[src/rtl/apb_clk_cfg_bridge_pkg.sv]
// Shared types and constants for the APB clock-configuration bridge.
package clk_cfg_pkg;

    typedef enum logic [1:0] {
        TGT_SOC     = 2'd0,
        TGT_PER     = 2'd1,
        TGT_CLUSTER = 2'd2,
        TGT_STATUS  = 2'd3
    } tgt_e;

    typedef enum logic [1:0] {
        ST_IDLE = 2'd0,
        ST_REQ  = 2'd1,
        ST_DONE = 2'd2
    } state_e;

    localparam int TGT_LSB = 4;
    localparam int TGT_MSB = 5;
    localparam int ADD_LSB = 2;
    localparam int ADD_MSB = 3;

    localparam logic [31:0] TIMEOUT_RDATA = 32'hDEAD_0BAD;

    // Request vector layout is {cluster, per, soc}.
    function automatic logic [2:0] tgt_onehot(input tgt_e tgt);
        case (tgt)
            TGT_SOC:     return 3'b001;
            TGT_PER:     return 3'b010;
            TGT_CLUSTER: return 3'b100;
            default:     return 3'b000;
        endcase
    endfunction

endpackage

[src/rtl/apb_clk_cfg_bridge_if.sv]
// APB signal bundle between the control-bus master and the clock-config bridge.
interface apb_clk_cfg_bridge_if #(
    parameter int APB_ADDR_WIDTH = 12
) ();
    logic [APB_ADDR_WIDTH-1:0] paddr_i;
    logic [31:0]               pwdata_i;
    logic                      pwrite_i;
    logic                      psel_i;
    logic                      penable_i;
    logic [31:0]               prdata_o;
    logic                      pready_o;
    logic                      pslverr_o;

    modport master (
        output paddr_i, pwdata_i, pwrite_i, psel_i, penable_i,
        input  prdata_o, pready_o, pslverr_o
    );

    modport slave (
        input  paddr_i, pwdata_i, pwrite_i, psel_i, penable_i,
        output prdata_o, pready_o, pslverr_o
    );
endinterface

[src/rtl/apb_clk_cfg_bridge_lock_sync.sv]
// Two-flop synchronizer for the three clock-generator lock indicators.
module clk_cfg_lock_sync (
    input  logic       clk_i,
    input  logic       rst_ni,
    input  logic [2:0] lock_i,
    output logic [2:0] lock_o
);
    logic [2:0] meta_q;
    logic [2:0] sync_q;

    // NOTE: sequential state uses non-blocking assignments so both stages sample pre-edge values.
    always_ff @(posedge clk_i or negedge rst_ni) begin
        if (!rst_ni) begin
            meta_q <= '0;
            sync_q <= '0;
        end else begin
            meta_q <= lock_i;
            sync_q <= meta_q;
        end
    end

    assign lock_o = sync_q;
endmodule

[src/rtl/apb_clk_cfg_bridge.sv]
// APB slave that turns each bus transfer into one soc/per/cluster clock-config req/ack transaction.
// Optional: define CLK_CFG_TIMEOUT_EN to abort a request left unacknowledged for TIMEOUT_CYCLES.
module apb_clk_cfg_bridge
    import clk_cfg_pkg::*;
#(
    parameter int APB_ADDR_WIDTH = 12,
    parameter int TIMEOUT_CYCLES = 255
) (
    input  logic                       clk_i,
    input  logic                       rst_ni,
    apb_clk_cfg_bridge_if.slave        apb,

    output logic                       soc_cfg_req_o,
    input  logic                       soc_cfg_ack_i,
    output logic [1:0]                 soc_cfg_add_o,
    output logic [31:0]                soc_cfg_data_o,
    input  logic [31:0]                soc_cfg_r_data_i,
    output logic                       soc_cfg_wrn_o,
    input  logic                       soc_cfg_lock_i,

    output logic                       per_cfg_req_o,
    input  logic                       per_cfg_ack_i,
    output logic [1:0]                 per_cfg_add_o,
    output logic [31:0]                per_cfg_data_o,
    input  logic [31:0]                per_cfg_r_data_i,
    output logic                       per_cfg_wrn_o,
    input  logic                       per_cfg_lock_i,

    output logic                       cluster_cfg_req_o,
    input  logic                       cluster_cfg_ack_i,
    output logic [1:0]                 cluster_cfg_add_o,
    output logic [31:0]                cluster_cfg_data_o,
    input  logic [31:0]                cluster_cfg_r_data_i,
    output logic                       cluster_cfg_wrn_o,
    input  logic                       cluster_cfg_lock_i
);

    state_e      state_q, state_d;
    tgt_e        tgt_q;
    logic [2:0]  req_q;
    logic [1:0]  add_q;
    logic [31:0] data_q;
    logic        wrn_q;
    logic [31:0] prdata_q;
    logic        pslverr_q;

    logic [2:0]  lock_sync;
    tgt_e        addr_tgt;
    logic        access;
    logic        ack_sel;
    logic [31:0] rdata_sel;
    logic        timeout_hit;

    logic unused_paddr;
    assign unused_paddr = ^{apb.paddr_i[APB_ADDR_WIDTH-1:TGT_MSB+1], apb.paddr_i[ADD_LSB-1:0]};

    clk_cfg_lock_sync u_lock_sync (
        .clk_i  (clk_i),
        .rst_ni (rst_ni),
        .lock_i ({cluster_cfg_lock_i, per_cfg_lock_i, soc_cfg_lock_i}),
        .lock_o (lock_sync)
    );

    assign addr_tgt = tgt_e'(apb.paddr_i[TGT_MSB:TGT_LSB]);
    assign access   = apb.psel_i & apb.penable_i;

    // NOTE: every signal written in a combinational block gets a default first, so no latch is inferred.
    always_comb begin
        ack_sel   = 1'b0;
        rdata_sel = '0;
        case (tgt_q)
            TGT_SOC: begin
                ack_sel   = soc_cfg_ack_i;
                rdata_sel = soc_cfg_r_data_i;
            end
            TGT_PER: begin
                ack_sel   = per_cfg_ack_i;
                rdata_sel = per_cfg_r_data_i;
            end
            TGT_CLUSTER: begin
                ack_sel   = cluster_cfg_ack_i;
                rdata_sel = cluster_cfg_r_data_i;
            end
            default: ;
        endcase
    end

`ifdef CLK_CFG_TIMEOUT_EN
    localparam int CNT_W = $clog2(TIMEOUT_CYCLES + 1);
    logic [CNT_W-1:0] req_cnt_q;

    always_ff @(posedge clk_i or negedge rst_ni) begin
        if (!rst_ni) begin
            req_cnt_q <= '0;
        end else if (state_q != ST_REQ) begin
            req_cnt_q <= '0;
        end else begin
            req_cnt_q <= req_cnt_q + 1'b1;
        end
    end

    // The counter is zero on the first REQ cycle, so this flags the TIMEOUT_CYCLES-th one.
    assign timeout_hit = (state_q == ST_REQ) && (req_cnt_q == CNT_W'(TIMEOUT_CYCLES - 1));
`else
    logic unused_timeout_cfg;
    assign unused_timeout_cfg = (TIMEOUT_CYCLES == 0);
    assign timeout_hit        = 1'b0;
`endif

    always_ff @(posedge clk_i or negedge rst_ni) begin
        if (!rst_ni) begin
            state_q <= ST_IDLE;
        end else begin
            state_q <= state_d;
        end
    end

    always_comb begin
        state_d = state_q;
        case (state_q)
            ST_IDLE: begin
                if (access) begin
                    state_d = (addr_tgt == TGT_STATUS) ? ST_DONE : ST_REQ;
                end
            end
            ST_REQ: begin
                if (ack_sel || timeout_hit) begin
                    state_d = ST_DONE;
                end
            end
            ST_DONE: state_d = ST_IDLE;
            default: state_d = ST_IDLE;
        endcase
    end

    // Request, transaction fields and response are all registered; ack takes priority over timeout.
    always_ff @(posedge clk_i or negedge rst_ni) begin
        if (!rst_ni) begin
            tgt_q     <= TGT_SOC;
            req_q     <= '0;
            add_q     <= '0;
            data_q    <= '0;
            wrn_q     <= 1'b0;
            prdata_q  <= '0;
            pslverr_q <= 1'b0;
        end else begin
            case (state_q)
                ST_IDLE: begin
                    if (access) begin
                        if (addr_tgt == TGT_STATUS) begin
                            prdata_q  <= apb.pwrite_i ? 32'h0 : {29'b0, lock_sync};
                            pslverr_q <= apb.pwrite_i;
                        end else begin
                            tgt_q     <= addr_tgt;
                            add_q     <= apb.paddr_i[ADD_MSB:ADD_LSB];
                            data_q    <= apb.pwdata_i;
                            wrn_q     <= ~apb.pwrite_i;
                            req_q     <= tgt_onehot(addr_tgt);
                            pslverr_q <= 1'b0;
                        end
                    end
                end
                ST_REQ: begin
                    if (ack_sel) begin
                        req_q    <= '0;
                        prdata_q <= wrn_q ? rdata_sel : 32'h0;
                    end else if (timeout_hit) begin
                        req_q     <= '0;
                        prdata_q  <= TIMEOUT_RDATA;
                        pslverr_q <= 1'b1;
                    end
                end
                default: ;
            endcase
        end
    end

    always_comb begin
        apb.pready_o       = (state_q == ST_DONE);
        apb.prdata_o       = prdata_q;
        apb.pslverr_o      = pslverr_q;

        soc_cfg_req_o      = req_q[0];
        per_cfg_req_o      = req_q[1];
        cluster_cfg_req_o  = req_q[2];

        soc_cfg_add_o      = add_q;
        per_cfg_add_o      = add_q;
        cluster_cfg_add_o  = add_q;
        soc_cfg_data_o     = data_q;
        per_cfg_data_o     = data_q;
        cluster_cfg_data_o = data_q;
        soc_cfg_wrn_o      = wrn_q;
        per_cfg_wrn_o      = wrn_q;
        cluster_cfg_wrn_o  = wrn_q;
    end

endmodule
[src/flat_wrapper.sv]
// flat-port wrapper written by rule: the top's interface ports become plain ports
module apb_clk_cfg_bridge_flat import clk_cfg_pkg::*;
#(
    parameter int APB_ADDR_WIDTH = 12,
    parameter int TIMEOUT_CYCLES = 255
)
  (clk_i, rst_ni, soc_cfg_req_o, soc_cfg_ack_i, soc_cfg_add_o, soc_cfg_data_o, soc_cfg_r_data_i, soc_cfg_wrn_o, soc_cfg_lock_i, per_cfg_req_o, per_cfg_ack_i, per_cfg_add_o, per_cfg_data_o, per_cfg_r_data_i, per_cfg_wrn_o, per_cfg_lock_i, cluster_cfg_req_o, cluster_cfg_ack_i, cluster_cfg_add_o, cluster_cfg_data_o, cluster_cfg_r_data_i, cluster_cfg_wrn_o, cluster_cfg_lock_i, apb_paddr_i, apb_pwdata_i, apb_pwrite_i, apb_psel_i, apb_penable_i, apb_prdata_o, apb_pready_o, apb_pslverr_o);
  apb_clk_cfg_bridge_if #(.APB_ADDR_WIDTH(APB_ADDR_WIDTH)) apb_i ();
  input  logic clk_i;
  input  logic rst_ni;
  output logic soc_cfg_req_o;
  input  logic soc_cfg_ack_i;
  output logic [1:0] soc_cfg_add_o;
  output logic [31:0] soc_cfg_data_o;
  input  logic [31:0] soc_cfg_r_data_i;
  output logic soc_cfg_wrn_o;
  input  logic soc_cfg_lock_i;
  output logic per_cfg_req_o;
  input  logic per_cfg_ack_i;
  output logic [1:0] per_cfg_add_o;
  output logic [31:0] per_cfg_data_o;
  input  logic [31:0] per_cfg_r_data_i;
  output logic per_cfg_wrn_o;
  input  logic per_cfg_lock_i;
  output logic cluster_cfg_req_o;
  input  logic cluster_cfg_ack_i;
  output logic [1:0] cluster_cfg_add_o;
  output logic [31:0] cluster_cfg_data_o;
  input  logic [31:0] cluster_cfg_r_data_i;
  output logic cluster_cfg_wrn_o;
  input  logic cluster_cfg_lock_i;
  input wire logic [$bits(apb_i.paddr_i)-1:0] apb_paddr_i;
  input wire logic [$bits(apb_i.pwdata_i)-1:0] apb_pwdata_i;
  input wire logic [$bits(apb_i.pwrite_i)-1:0] apb_pwrite_i;
  input wire logic [$bits(apb_i.psel_i)-1:0] apb_psel_i;
  input wire logic [$bits(apb_i.penable_i)-1:0] apb_penable_i;
  output wire logic [$bits(apb_i.prdata_o)-1:0] apb_prdata_o;
  output wire logic [$bits(apb_i.pready_o)-1:0] apb_pready_o;
  output wire logic [$bits(apb_i.pslverr_o)-1:0] apb_pslverr_o;
  assign apb_i.paddr_i = apb_paddr_i;
  assign apb_i.pwdata_i = apb_pwdata_i;
  assign apb_i.pwrite_i = apb_pwrite_i;
  assign apb_i.psel_i = apb_psel_i;
  assign apb_i.penable_i = apb_penable_i;
  assign apb_prdata_o = apb_i.prdata_o;
  assign apb_pready_o = apb_i.pready_o;
  assign apb_pslverr_o = apb_i.pslverr_o;
  apb_clk_cfg_bridge #(.APB_ADDR_WIDTH(APB_ADDR_WIDTH), .TIMEOUT_CYCLES(TIMEOUT_CYCLES)) u_core (.clk_i(clk_i), .rst_ni(rst_ni), .apb(apb_i), .soc_cfg_req_o(soc_cfg_req_o), .soc_cfg_ack_i(soc_cfg_ack_i), .soc_cfg_add_o(soc_cfg_add_o), .soc_cfg_data_o(soc_cfg_data_o), .soc_cfg_r_data_i(soc_cfg_r_data_i), .soc_cfg_wrn_o(soc_cfg_wrn_o), .soc_cfg_lock_i(soc_cfg_lock_i), .per_cfg_req_o(per_cfg_req_o), .per_cfg_ack_i(per_cfg_ack_i), .per_cfg_add_o(per_cfg_add_o), .per_cfg_data_o(per_cfg_data_o), .per_cfg_r_data_i(per_cfg_r_data_i), .per_cfg_wrn_o(per_cfg_wrn_o), .per_cfg_lock_i(per_cfg_lock_i), .cluster_cfg_req_o(cluster_cfg_req_o), .cluster_cfg_ack_i(cluster_cfg_ack_i), .cluster_cfg_add_o(cluster_cfg_add_o), .cluster_cfg_data_o(cluster_cfg_data_o), .cluster_cfg_r_data_i(cluster_cfg_r_data_i), .cluster_cfg_wrn_o(cluster_cfg_wrn_o), .cluster_cfg_lock_i(cluster_cfg_lock_i));
endmodule
[config.mk]
export PLATFORM = sky130hd
export DESIGN_NAME = apb_clk_cfg_bridge_flat
export DESIGN_NICKNAME = d
export VERILOG_FILES = /design/src/rtl/apb_clk_cfg_bridge_pkg.sv /design/src/rtl/apb_clk_cfg_bridge_if.sv /design/src/rtl/apb_clk_cfg_bridge_lock_sync.sv /design/src/rtl/apb_clk_cfg_bridge.sv /design/src/flat_wrapper.sv
export SDC_FILE = /design/constraint.sdc
export NUM_CORES = 1
export LEC_CHECK = 0
export CORE_AREA = 8 8 106 108
export CTS_CLUSTER_DIAMETER = 120
export DETAILED_ROUTE_END_ITERATION = 12
export DIE_AREA = 0 0 114 116
export DONT_BUFFER_PORTS = 1
export GPL_ROUTABILITY_DRIVEN = 0
export PLACE_DENSITY = 0.63
export SYNTH_ARGS = -nofsm -noshare
export SYNTH_HDL_FRONTEND = slang
export SYNTH_HIERARCHICAL = 1
export SYNTH_SLANG_ARGS = --single-unit
[constraint.sdc]
create_clock -name clk_i -period 1.7 [get_ports clk_i]
set_input_delay 0.34 -clock clk_i [delete_from_list [all_inputs] [get_ports clk_i]]
set_output_delay 0.34 -clock clk_i [all_outputs]
set_load 0.02 [all_outputs]
Word-level counts from Yosys, hierarchy flattened
Index checks and enable logic that the tools add are counted.
{"block": "word_totals", "regBits": 81, "inputBits": 151, "output_inout_bits": 142, "elab_cells": 51}
{"block": "op_classes", "n_eq_ne": 11, "muxes": 18, "bitwise": 3, "n_reduce_logical": 9}
{"operator": "$mux W32", "count": 4}
{"operator": "$pmux W32 S3", "count": 1}
{"operator": "$pmux W32 S2", "count": 1}
{"operator": "$mux W3", "count": 4}
{"operator": "$pmux W3 S3", "count": 1}
{"operator": "$eq A2 B2 Y1 const B", "count": 4}
{"operator": "$reduce_and A4 Y1", "count": 2}
{"operator": "$eq A2 B1 Y1 const B", "count": 3}
{"operator": "$logic_not A2 Y1", "count": 3}
{"operator": "$mux W2", "count": 3}
{"operator": "$ne A2 B1 Y1 const B", "count": 3}
{"operator": "$pmux W3 S2", "count": 1}
{"operator": "$pmux W2 S2", "count": 1}
{"operator": "$reduce_and A2 Y1", "count": 2}
{"operator": "$pmux W1 S3", "count": 1}
{"operator": "$reduce_and A3 Y1", "count": 1}
{"operator": "$ne A2 B2 Y1 const B", "count": 1}
{"operator": "$not A1 Y1", "count": 2}
{"operator": "$reduce_bool A2 Y1", "count": 1}
{"operator": "$and A1 B1 Y1", "count": 1}
{"operator": "$mux W1", "count": 1}

Longest topological paths before layout
{"block": "depth", "word_depth": 5, "mapped_depth": 7, "depth_no_buf": 4}

Modules after synthesis
The synthesis kept the hierarchy.
{"mod": "apb_clk_cfg_bridge", "n_inst": 1, "cells_per_inst": 389, "area_per_inst_um2": 4428.0, "seq_area_each_um2": 1876.8}
{"mod": "clk_cfg_lock_sync", "n_inst": 1, "cells_per_inst": 6, "area_per_inst_um2": 150.1, "seq_area_each_um2": 150.1}

Least setup slack after synthesis
No wires, ideal clock.
{"block": "synth_path", "path_type": "register -> register", "startpoint": "register u_core.tgt_q[1]", "endpoint": "register u_core.prdata_q[11] (netlist: u_core/apb.prdata_o[11])", "setup_time_ns": 0.125, "t_arrival_ns": 1.489, "t_required_ns": 1.575, "path_slack_ns": 0.086, "stages_incl_launch_ff": 7, "path_buffers": 2, "period_less_slack_ns": 1.614, "cell_sequence": "dfrtp_1 buf_4 mux2i_1 o21ai_2 o2bb2ai_4 buf_6 mux2_4"}
{"block": "synth_via", "elab_chain_len": 5, "elab_cells_between_ends": 10, "cone_classes": "3 x eq/ne; 5 x mux; 2 x reduce/logical"}
{"element": "start, declared", "line": "apb_clk_cfg_bridge.sv:39", "source": "tgt_e tgt_q;"}
{"element": "start signal, assigned", "line": "apb_clk_cfg_bridge.sv:154", "source": "tgt_q <= addr_tgt;"}
{"element": "$eq A2 B2 Y1, or another cell as far along", "line": "apb_clk_cfg_bridge.sv:71", "source": "case (tgt_q)"}
{"element": "$pmux W32 S3", "line": "apb_clk_cfg_bridge.sv:71"}
{"element": "$mux W32", "line": "apb_clk_cfg_bridge.sv:166", "source": "prdata_q <= wrn_q ? rdata_sel : 32'h0;"}
{"element": "$mux W32", "line": "apb_clk_cfg_bridge.sv:164", "source": "if (ack_sel) begin"}
{"element": "$pmux W32 S2", "line": "apb_clk_cfg_bridge.sv:147", "source": "case (state_q)"}
{"element": "end signal, assigned", "line": "apb_clk_cfg_bridge.sv:151", "source": "prdata_q <= apb.pwrite_i ? 32'h0 : {29'b0, lock_sync};"}
{"element": "end signal, assigned", "line": "apb_clk_cfg_bridge.sv:166"}
{"element": "end, declared", "line": "apb_clk_cfg_bridge.sv:44", "source": "logic [31:0] prdata_q;"}
Parallel ways exist; a longest one is shown, timed or not. The select of a mux whose other input is x is not followed.
A chain may end at the register's enable or synchronous reset.

Worst setup path in the final report
{"block": "layout_path", "startpoint": "register u_core.tgt_q[1]", "endpoint": "register u_core.prdata_q[30] (netlist: u_core/apb.prdata_o[30])"}
Same word-level chain as after synthesis.

==> impl_metrics.csv <==
group,metric,value,unit
die,dieHeight,116,microns
timing,worstMarginPinSlew,0.608,ns
die,dieArea,0.0132,sq mm
worst_hold_path,holdCritPathClass,"in -> async",
synth,synth.top_cells.by_count,"dfrtp_1, buf_4, mux2_2",
timing,slew_headroom,0.595,
synth,syn_nets,546,
worst_setup_path,startpoint_type,"flip-flop",
synth,synth_cells,395,
timing,setup_viol,0,
synth,synth_flop_cell,"dfrtp_1",
worst_setup_path,crit_type,"reg -> reg",
die,die_x,114,microns
layout,n_antenna_cell,0,
layout,final_nets,481,
place,dp_worst_setup_slack,0.0592,ns
timing,fin_setup_tns,0,ns
place,portBuffers,0,
power_and_ir_drop,cellPowerDensity,2130,mW/mm^2
layout,multi_input_area,0.00188,sq mm
power_and_ir_drop,ir_drop,0.00103,V
detailed_routing,wl_per_cell,22.7,microns
die,fp-row-count,36,
global_route,grt_max_degree,82,
worst_setup_path,worstPathMaxFanout,24,
worst_setup_path,critical_path_arrival,1.87,ns
detailed_routing,postRouteAntennaNets,0,
die,io_pins,293,
synth,yosys.area.top_type,"dfrtp_1",
timing,max_freq,610,MHz
detailed_routing,drtIter0Drc,93,
layout,area_growth,-2.19,%
global_route,antenna_found_initial,0,
clocking,clk_latency,0.35,ns
place,dp_hpwl,8.04,mm
clocking,cts_setup_buffers,0,
clocking,cts.path.max_buffers,2,
layout,fill_cells,880,
clocking,cts_root_buffer,"clkbuf_8",
global_route,grt_pass1_vias,2829,
synth,syn_area,0.00458,sq mm
synth,synth_seq_cells,81,
run,cap_violations,0,
timing,holdWs,-0.319,ns
synth,ys_types,30,
power_and_ir_drop,power.leakage,2.01,nW
detailed_routing,first_pass_iters,4,
timing,clock_skew,0.0109,ns
detailed_routing,num_vias,2529,
synth,synth.most_common_cell,"dfrtp_1",
synth,synthTopCellsByArea,"dfrtp_1, buf_4, mux2_2, mux2_4, mux2i_1",
layout,seq_area,0.00203,sq mm
die,core,0.00955,sq mm
synth,yosysWarnings,6,
detailed_routing,postRouteWirelength,10.6,mm
die,initial_utilization,0.479,
detailed_routing,drc,0,
layout,drive_gt1_frac,0.380,
clocking,path_clk_slew,0.08,ns
timing,hold_violations,81,
run_status,violations,"negative hold slack",
timing,setup_slack,0.0618,ns
synth,synth_enable_flop_cells,0,
worst_setup_path,cp-end-kind,"flip-flop",
timing,grt_setup_unrepaired,"no",
clocking,numCtsBuffers,9,
run_status,outcome,"finished with violations",
synth,synth-seq-area-share,0.443,
clocking,htree_num_levels,3,
timing,fin_crit_sh,0.964,
synth,synth_top_cell_area_share,0.443,
detailed_routing,viasPerCell,5.42,
timing,layout_min_cycle_time,1.64,ns
clocking,cts_sinks,81,
global_route,overflow,0,
timing,final_max_slew_viol_count,0,
synth,synthArstFlopShare,1.00,
layout,fin_area,0.00448,sq mm
power_and_ir_drop,p_total,9.52,mW
place,post_dp_cell_area,0.00423,sq mm
global_route,grt_pass1_wl,15.5,mm
worst_setup_path,critPathRequiredTime,1.93,ns
global_route,gr-usage-all-layers,0.153,
synth,syn_area_per_cell,11.6,sq um
clocking,tritoncts,"yes",
-- power breakdown --
group	internal, mW	switching (mW)	total, mW
clock network	0.820	0.676	1.50
logic	1.52	1.25	2.77
registers	2.58	2.68	5.26
-- worst paths after layout --
| check | slack (ns) | start | endpoint | depth (start not counted) |
|---|---|---|---|---|
| max reg2reg | 0.06 | u_core/tgt_q[1] | u_core/apb.prdata_o[30] | 5 |
| min | -0.32 | rst_ni | u_core/apb.prdata_o[5] | 0 |
| min reg2reg | 0.35 | u_core/u_lock_sync/meta_q[0] | u_core/u_lock_sync/lock_o[0] | 0 |
| max | 0.06 | u_core/tgt_q[1] | u_core/apb.prdata_o[30] | 5 |
| min in group clk_i | 0.11 | apb_pwrite_i | u_core/cluster_cfg_wrn_o | 1 |
| max in group asynchronous | 1.87 | rst_ni | u_core/apb.prdata_o[14] | 0 |
-- cells by family (layout without fill, tap and decap cells) --
family | after synthesis | in the layout | synth area share
buffers and inverters | 93 | 32 | 0.148
AOI/OAI and AO/OA | 44 | 44 | 0.0615
muxes | 99 | 99 | 0.257
DFF | 81 | 81 | 0.443
and+or+nand+nor | 78 | 78 | 0.0910
-- placed cells by master (no fill, tap or decap), types with 5 or more instances in the layout --
cell type	netlist	routed
mux2_2	37	37
mux2_4	27	27
or2_2	29	29
mux2i_1	33	33
clkbuf_8	0	9
buf_12	0	5
a21oi_1	29	29
dfrtp_1	81	80
nor2_1	7	7
buf_4	75	7
nand2_1	33	33
-- critical path, stage by stage (launching register included) --
cell and delay (ns):
dfrtp_2 0.44, mux2i_1 0.13, o21ai_2 0.19, o2bb2ai_4 0.17
buf_12 0.23, mux2_2 0.35
-- layer usage --
| metal | global-route usage | vias to the layer above | wire length (microns) |
|---|---|---|---|
| li1 | - | 1131 | - |
| met1 | 0.162 | 1250 | 3880 |
| met2 | 0.264 | 136 | 5500 |
| met3 | 0.0703 | 12 | 1070 |
| met4 | 0.0524 | 0 | 140 |
| met5 | 0 | - | 0 |
-- what timing repair did --
item | in CTS | in global routing
hold buffers | 1 | 2
endpoints found under the setup margin | 0 | 2
resized for setup | 0 | 2
hold endpoints to repair | 82 | 83
-- state kept, by name, summed over array words and instances (netlist names), 2 cells and up --
signal / count
u_core/state_q: 2
u_core/u_lock_sync/lock_o: 3
u_core/tgt_q: 2
u_core/u_lock_sync/meta_q: 3
u_core/cluster_cfg_data_o: 32
u_core/req_q: 3
u_core/cluster_cfg_add_o: 2
u_core/apb.prdata_o: 32
-- per-stage QoR --
stage           util  std cells
6_report       0.469        467
5_1_grt        0.469        467
4_1_cts        0.466        465
3_5_place_dp   0.443        449
3_3_place_gp   0.443        449
2_1_floorplan      -        395
-- cell type report --
cell class / instances / share of cell area
timing repair buffer: 16 / 0.0433
inverter: 1 / 0.000838
tap: 133 / 0.0372
sequential: 81 / 0.453
clock inverter: 5 / 0.0182
multi-input combinational: 221 / 0.419
clock buffer: 10 / 0.0285
Note: power is estimated with default switching activity, not from simulation.
==> patch 1: new RTL, same settings <==
Set the package constant `TGT_LSB` to 2 (it was 4).
--- a/src/rtl/apb_clk_cfg_bridge_pkg.sv
+++ b/src/rtl/apb_clk_cfg_bridge_pkg.sv
@@ -14,7 +14,7 @@
         ST_DONE = 2'd2
     } state_e;
 
-    localparam int TGT_LSB = 4;
+    localparam int TGT_LSB = 2;
     localparam int TGT_MSB = 5;
     localparam int ADD_LSB = 2;
     localparam int ADD_MSB = 3;
Function: changed (a bounded check fails within 4 cycles, from zero or initial values and one cycle with rst_ni low).
==> patch 1 against the original RTL <==
The flow still finishes with violations (negative hold slack); clock skew is 0.0033 ns higher; sequential cell count shrank 2; synthesized area down 1.4%; worst hold slack gained 0.0049 ns; total power is 2.8% lower; setup slack improved by 0.031 ns; routed wire length about the same; critical path depth rose by 1; sequential share of layout area shrank 0.49 points; design area is 1.3% lower; synthesized cell count is 0.25% higher; critical endpoint is now u_core/apb.prdata_o[4]$_DFFE_PN0P_.
==> patch 1: results (changes against the original RTL) <==
met1 GRT Util=16.00% (-0.16 points); worst stage delay on the critical path=0.47 ns (+0.03 ns); Detail Placement HPWL=8.057 mm (+0.19%); Yosys reg bits=79 (-2.5%); largest net degree at the start of global routing=80 (-2.4%); met2 Use GR=28.31% (+1.9 points); met3 usage=7.452% (+0.42 points); Multi-In Gates=224 (+1.4%); clk root buf=clkbuf_8; worst-path fanout max=17 (-29%); hold_ws=-0.3140 ns (+0.004878 ns); pre-CTS setup slack=0.06147 ns (+0.002243 ns); first-pass GRT wire length=16.11 mm (+4.1%); violated checks=negative hold slack; vias in the first global route=2869 (+1.4%); Distinct cells, synth=26 (-13%); register area share after synthesis=43.78% (-0.49 points); data arrival time at the worst-slack endpoint=1.89 ns (+0.02 ns); Wirelength per Cell=22.32 µm (-1.6%); Seq/total area=44.80% (-0.49 points); R2R cell count=6 (+1); layout filler cell count=915 (+4.0%); adder-cell share of the synthesized area=0% (unchanged); wire length on met3=1.098 mm (+2.4%); htree depth=3 (unchanged); Clock Skew=0.01416 ns (+0.003304 ns); VDD IR-drop max=1.332 mV (+30%); area taken by multi-input logic gates=1867 µm² (-0.53%); top post-synthesis cells by count=dfrtp_1 (79), buf_4 (74), mux2_2 (38), nand2_1 (35), mux2i_1 (33); WL met1=3.844 mm (-0.98%); layout cells sized above 1=40.06% (+2.0 points); Layout Nets=488 (+1.5%); slew of the pin with the lowest slew margin=0.6056 ns (-0.002141 ns); Slowest cell on crit path=dfrtp_2; clk tree area frac=4.050% (-0.62 points); Fin. Hold Viols=79 (-2.5%); Compound-Gate Fraction of Synth Area=5.209% (-0.94 points); Longest Clk Path Bufs=2 (unchanged); syn_nets=547 (+0.18%); met2 wire length=5.572 mm (+1.3%); post-synthesis mux area share=26.43% (+0.77 points); Initial DRC Count=89 (-4.3%); Synth area leaders=dfrtp_1 (44%), buf_4 (12%), mux2_4 (9.6%); signal buffers share of area=5.041% (+0.71 points); Via density=5.394 (-0.40%); leakage power total=0.002063 µW (+2.6%); GRT Util Overall=15.73% (+0.46 points); Non-clock buffers=22 (+6); status=complete, but fails checks
patch 1: what timing repair did:
action / 4_1_cts / 5_1_grt
endpoints found under the hold margin: 81 / 80
gates resized for setup: 0 / 1
hold buffers: 2 / 1
setup endpoints to repair: 0 / 3
patch 1: through the flow:
stage / area, µm² / cells
after floorplan: 4521 / 396
after global placement: 4208 / 456
after detailed placement: 4208 / 456
after CTS: 4407 / 474
after global routing: 4418 / 475
final: 4418 / 475
patch 1: worst max-delay path: cells and delay by family, from the launching register on:
family / cells / cell delay, ns
buffers and inverters: 2 / 0.45
and+or+nand+nor: 2 / 0.28
muxes: 1 / 0.17
DFF: 1 / 0.47
AOI/OAI and AO/OA: 1 / 0.18
patch 1: path summary, 6_finish.rpt:
kind	from	slack (ns)	end
min in group clk_i	apb_pwrite_i	0.09	u_core/cluster_cfg_wrn_o$_DFFE_PN0P_
worst max register to register	u_core/cluster_cfg_add_o[1]$_DFFE_PN0P_	0.09	u_core/apb.prdata_o[4]$_DFFE_PN0P_
worst min-delay path	rst_ni	-0.31	u_core/state_q[1]$_DFFE_PN0P_
worst max-delay path	u_core/cluster_cfg_add_o[1]$_DFFE_PN0P_	0.09	u_core/apb.prdata_o[4]$_DFFE_PN0P_
max in group asynchronous	rst_ni	1.89	u_core/cluster_cfg_data_o[6]$_DFFE_PN0P_
worst min register to register	u_core/u_lock_sync/meta_q[0]$_DFF_PN0_	0.36	u_core/u_lock_sync/lock_o[0]$_DFF_PN0_
patch 1: where the power goes:
group	total (µW)	internal, µW	leakage, µW	switching [µW]
combinational	2940	1560	0.000973	1370
sequential	5030	2500	0.00100	2520
clock	1300	546	0.0000866	750
==> patch 2: new RTL, same settings <==
Made on the original files. Re-encode `state_e` (3 states) as one-hot, 3 bits wide.
--- a/src/rtl/apb_clk_cfg_bridge_pkg.sv
+++ b/src/rtl/apb_clk_cfg_bridge_pkg.sv
@@ -8,10 +8,10 @@
         TGT_STATUS  = 2'd3
     } tgt_e;
 
-    typedef enum logic [1:0] {
-        ST_IDLE = 2'd0,
-        ST_REQ  = 2'd1,
-        ST_DONE = 2'd2
+    typedef enum logic [2:0] {
+        ST_IDLE = 3'b001,
+        ST_REQ  = 3'b010,
+        ST_DONE = 3'b100
     } state_e;
 
     localparam int TGT_LSB = 4;
Formal check against the unedited RTL: no difference found for any inputs over 4 cycles, from zero or initial values and one cycle with rst_ni low; so few cycles prove little.
==> patch 2 against the original RTL <==
The run ends with negative hold slack, negative setup slack left; design area rose by 5.9%; setup slack got worse by 0.12 ns; sequential cell count rose by 1; critical path depth did not move; routed wire length rose by 4.6%; synthesized area rose by 3.7%; clock skew rose by 0.0046 ns; total power fell by 25%; critical endpoint is now u_core/req_q[0]$_DFFE_PN0P_; largest power group unchanged; highest routed layer unchanged.
==> patch 2: results (changes against the original RTL) <==
clock insertion delay at the later pin of the skew report=0.35 ns (about the same); Clock Skew=0.01550 ns (+0.004648 ns); placed cells=493 (+9.8%); largest net degree at the start of global routing=83 (+1.2%); Detail Placement HPWL=8.382 mm (+4.2%); layout cells sized above 1=23.36% (-15 points); Initial DRC Count=148 (+59%); Final setup viols=3 (+3); top post-synthesis cells by count=dfrtp_1 (81), buf_4 (71), mux2i_1 (62), nor2_1 (32); Fin. Hold Viols=82 (+1.2%); Layout Nets=529 (+10%); register area share after synthesis=43.23% (-1.0 points); status=complete, but fails checks; # hold bufs at CTS=3 (+2); GRT Util Overall=16.55% (+1.3 points); syn_nets=582 (+6.6%); VDD IR-drop max=0.9840 mV (-4.3%); data arrival time at the worst-slack endpoint=1.98 ns (+0.11 ns); Slew HR=57.05% (-2.4 points); Synth area leaders=dfrtp_1 (43%), mux2i_1 (13%), buf_4 (11%); number of synthesized flops with an enable pin=0 (unchanged); total routed wirelength=11.09 mm (+4.6%); syn avg cell area=11.02 µm² (-4.9%); Via density=5.385 (-0.56%); Compound-Gate Fraction of Synth Area=5.558% (-0.59 points); hold_ws=-0.3223 ns (-0.003367 ns); Critical Path Start=u_core/state_q[2]$_DFFE_PN0P_; vias in the first global route=3028 (+7.0%); R2R cell count=5 (unchanged); kind of cell adding the most delay to the critical path=simple AND/OR/NAND/NOR gates; worst stage delay on the critical path=0.46 ns (+0.02 ns); leakage power total=0.002146 µW (+6.7%); antenna diode count=0 (unchanged); CP endpoint=u_core/req_q[0]$_DFFE_PN0P_; post-synthesis mux area share=24.45% (-1.2 points); vias=2768 (+9.5%); clk root buf=clkbuf_8; first-pass GRT wire length=17.12 mm (+11%); final worst-path setup slack=-0.05598 ns (-0.1178 ns); violated checks=negative hold slack, negative setup slack; Distinct cells, synth=33 (+10%); worst-path fanout max=5 (-79%); PortBufs=0 (unchanged)
## patch 2: per-stage QoR
stage / setup WS [ns] / TNS (ns) / util (%) / area [µm²] / total power, µW
global placement: -0.008298 / -0.01608 / 46.59 / 4449 / 5617
finish: -0.05598 / -0.1188 / 49.67 / 4743 / 7131
floorplan: -0.03467 / -0.1040 / - / 4750 / 5974
CTS: -0.04767 / -0.5215 / 49.14 / 4692 / 7186
global route: -0.09649 / -1.247 / 49.67 / 4743 / 7525
detailed placement: -0.02309 / -0.1406 / 46.59 / 4449 / 5672
## patch 2: per-layer routing
layer,vias up,track usage (%),part of all wire [%]
met5,-,0,0
met4,0,4.791,1.6
met3,13,7.712,11
met2,151,27.52,49
met1,1352,18.67,38
li1,1252,-,-
## patch 2: power breakdown
| group | leakage [µW] | internal [µW] | switching [µW] | total, µW |
|---|---|---|---|---|
| clock network | 0.000102 | 808 | 672 | 1480 |
| logic | 0.00101 | 925 | 678 | 1600 |
| registers | 0.00104 | 2330 | 1720 | 4050 |
## patch 2: area by class of cell
cell class,instances,area [µm²]
inverters,29,108.9
fillers,866,4806
clock inverters,4,70.07
well taps,133,166.4
multi-input cells,228,1926
repair buffers,28,287.8
clock buffers,10,127.6
flip-flops and latches,82,2057
## patch 2: logic make-up after synthesis
group           Yosys count
buf+inv                 121
mux                     101
compound gates           43
simple gates             84
flops                    82
## patch 2: timing repair
item	CTS	global route
buffers inserted	2	2
resized for setup	0	10
endpoints found under the hold margin	85	82
endpoints found under the setup margin	26	34
pin swaps	2	5
## patch 2: worst reg2reg max path, cell delays in order (launching register included)
cell and delay [ns]:
dfrtp_2 0.46, nor3b_4 0.33, o211ai_2 0.18, buf_4 0.17, nand3b_1 0.17, mux2_4 0.32
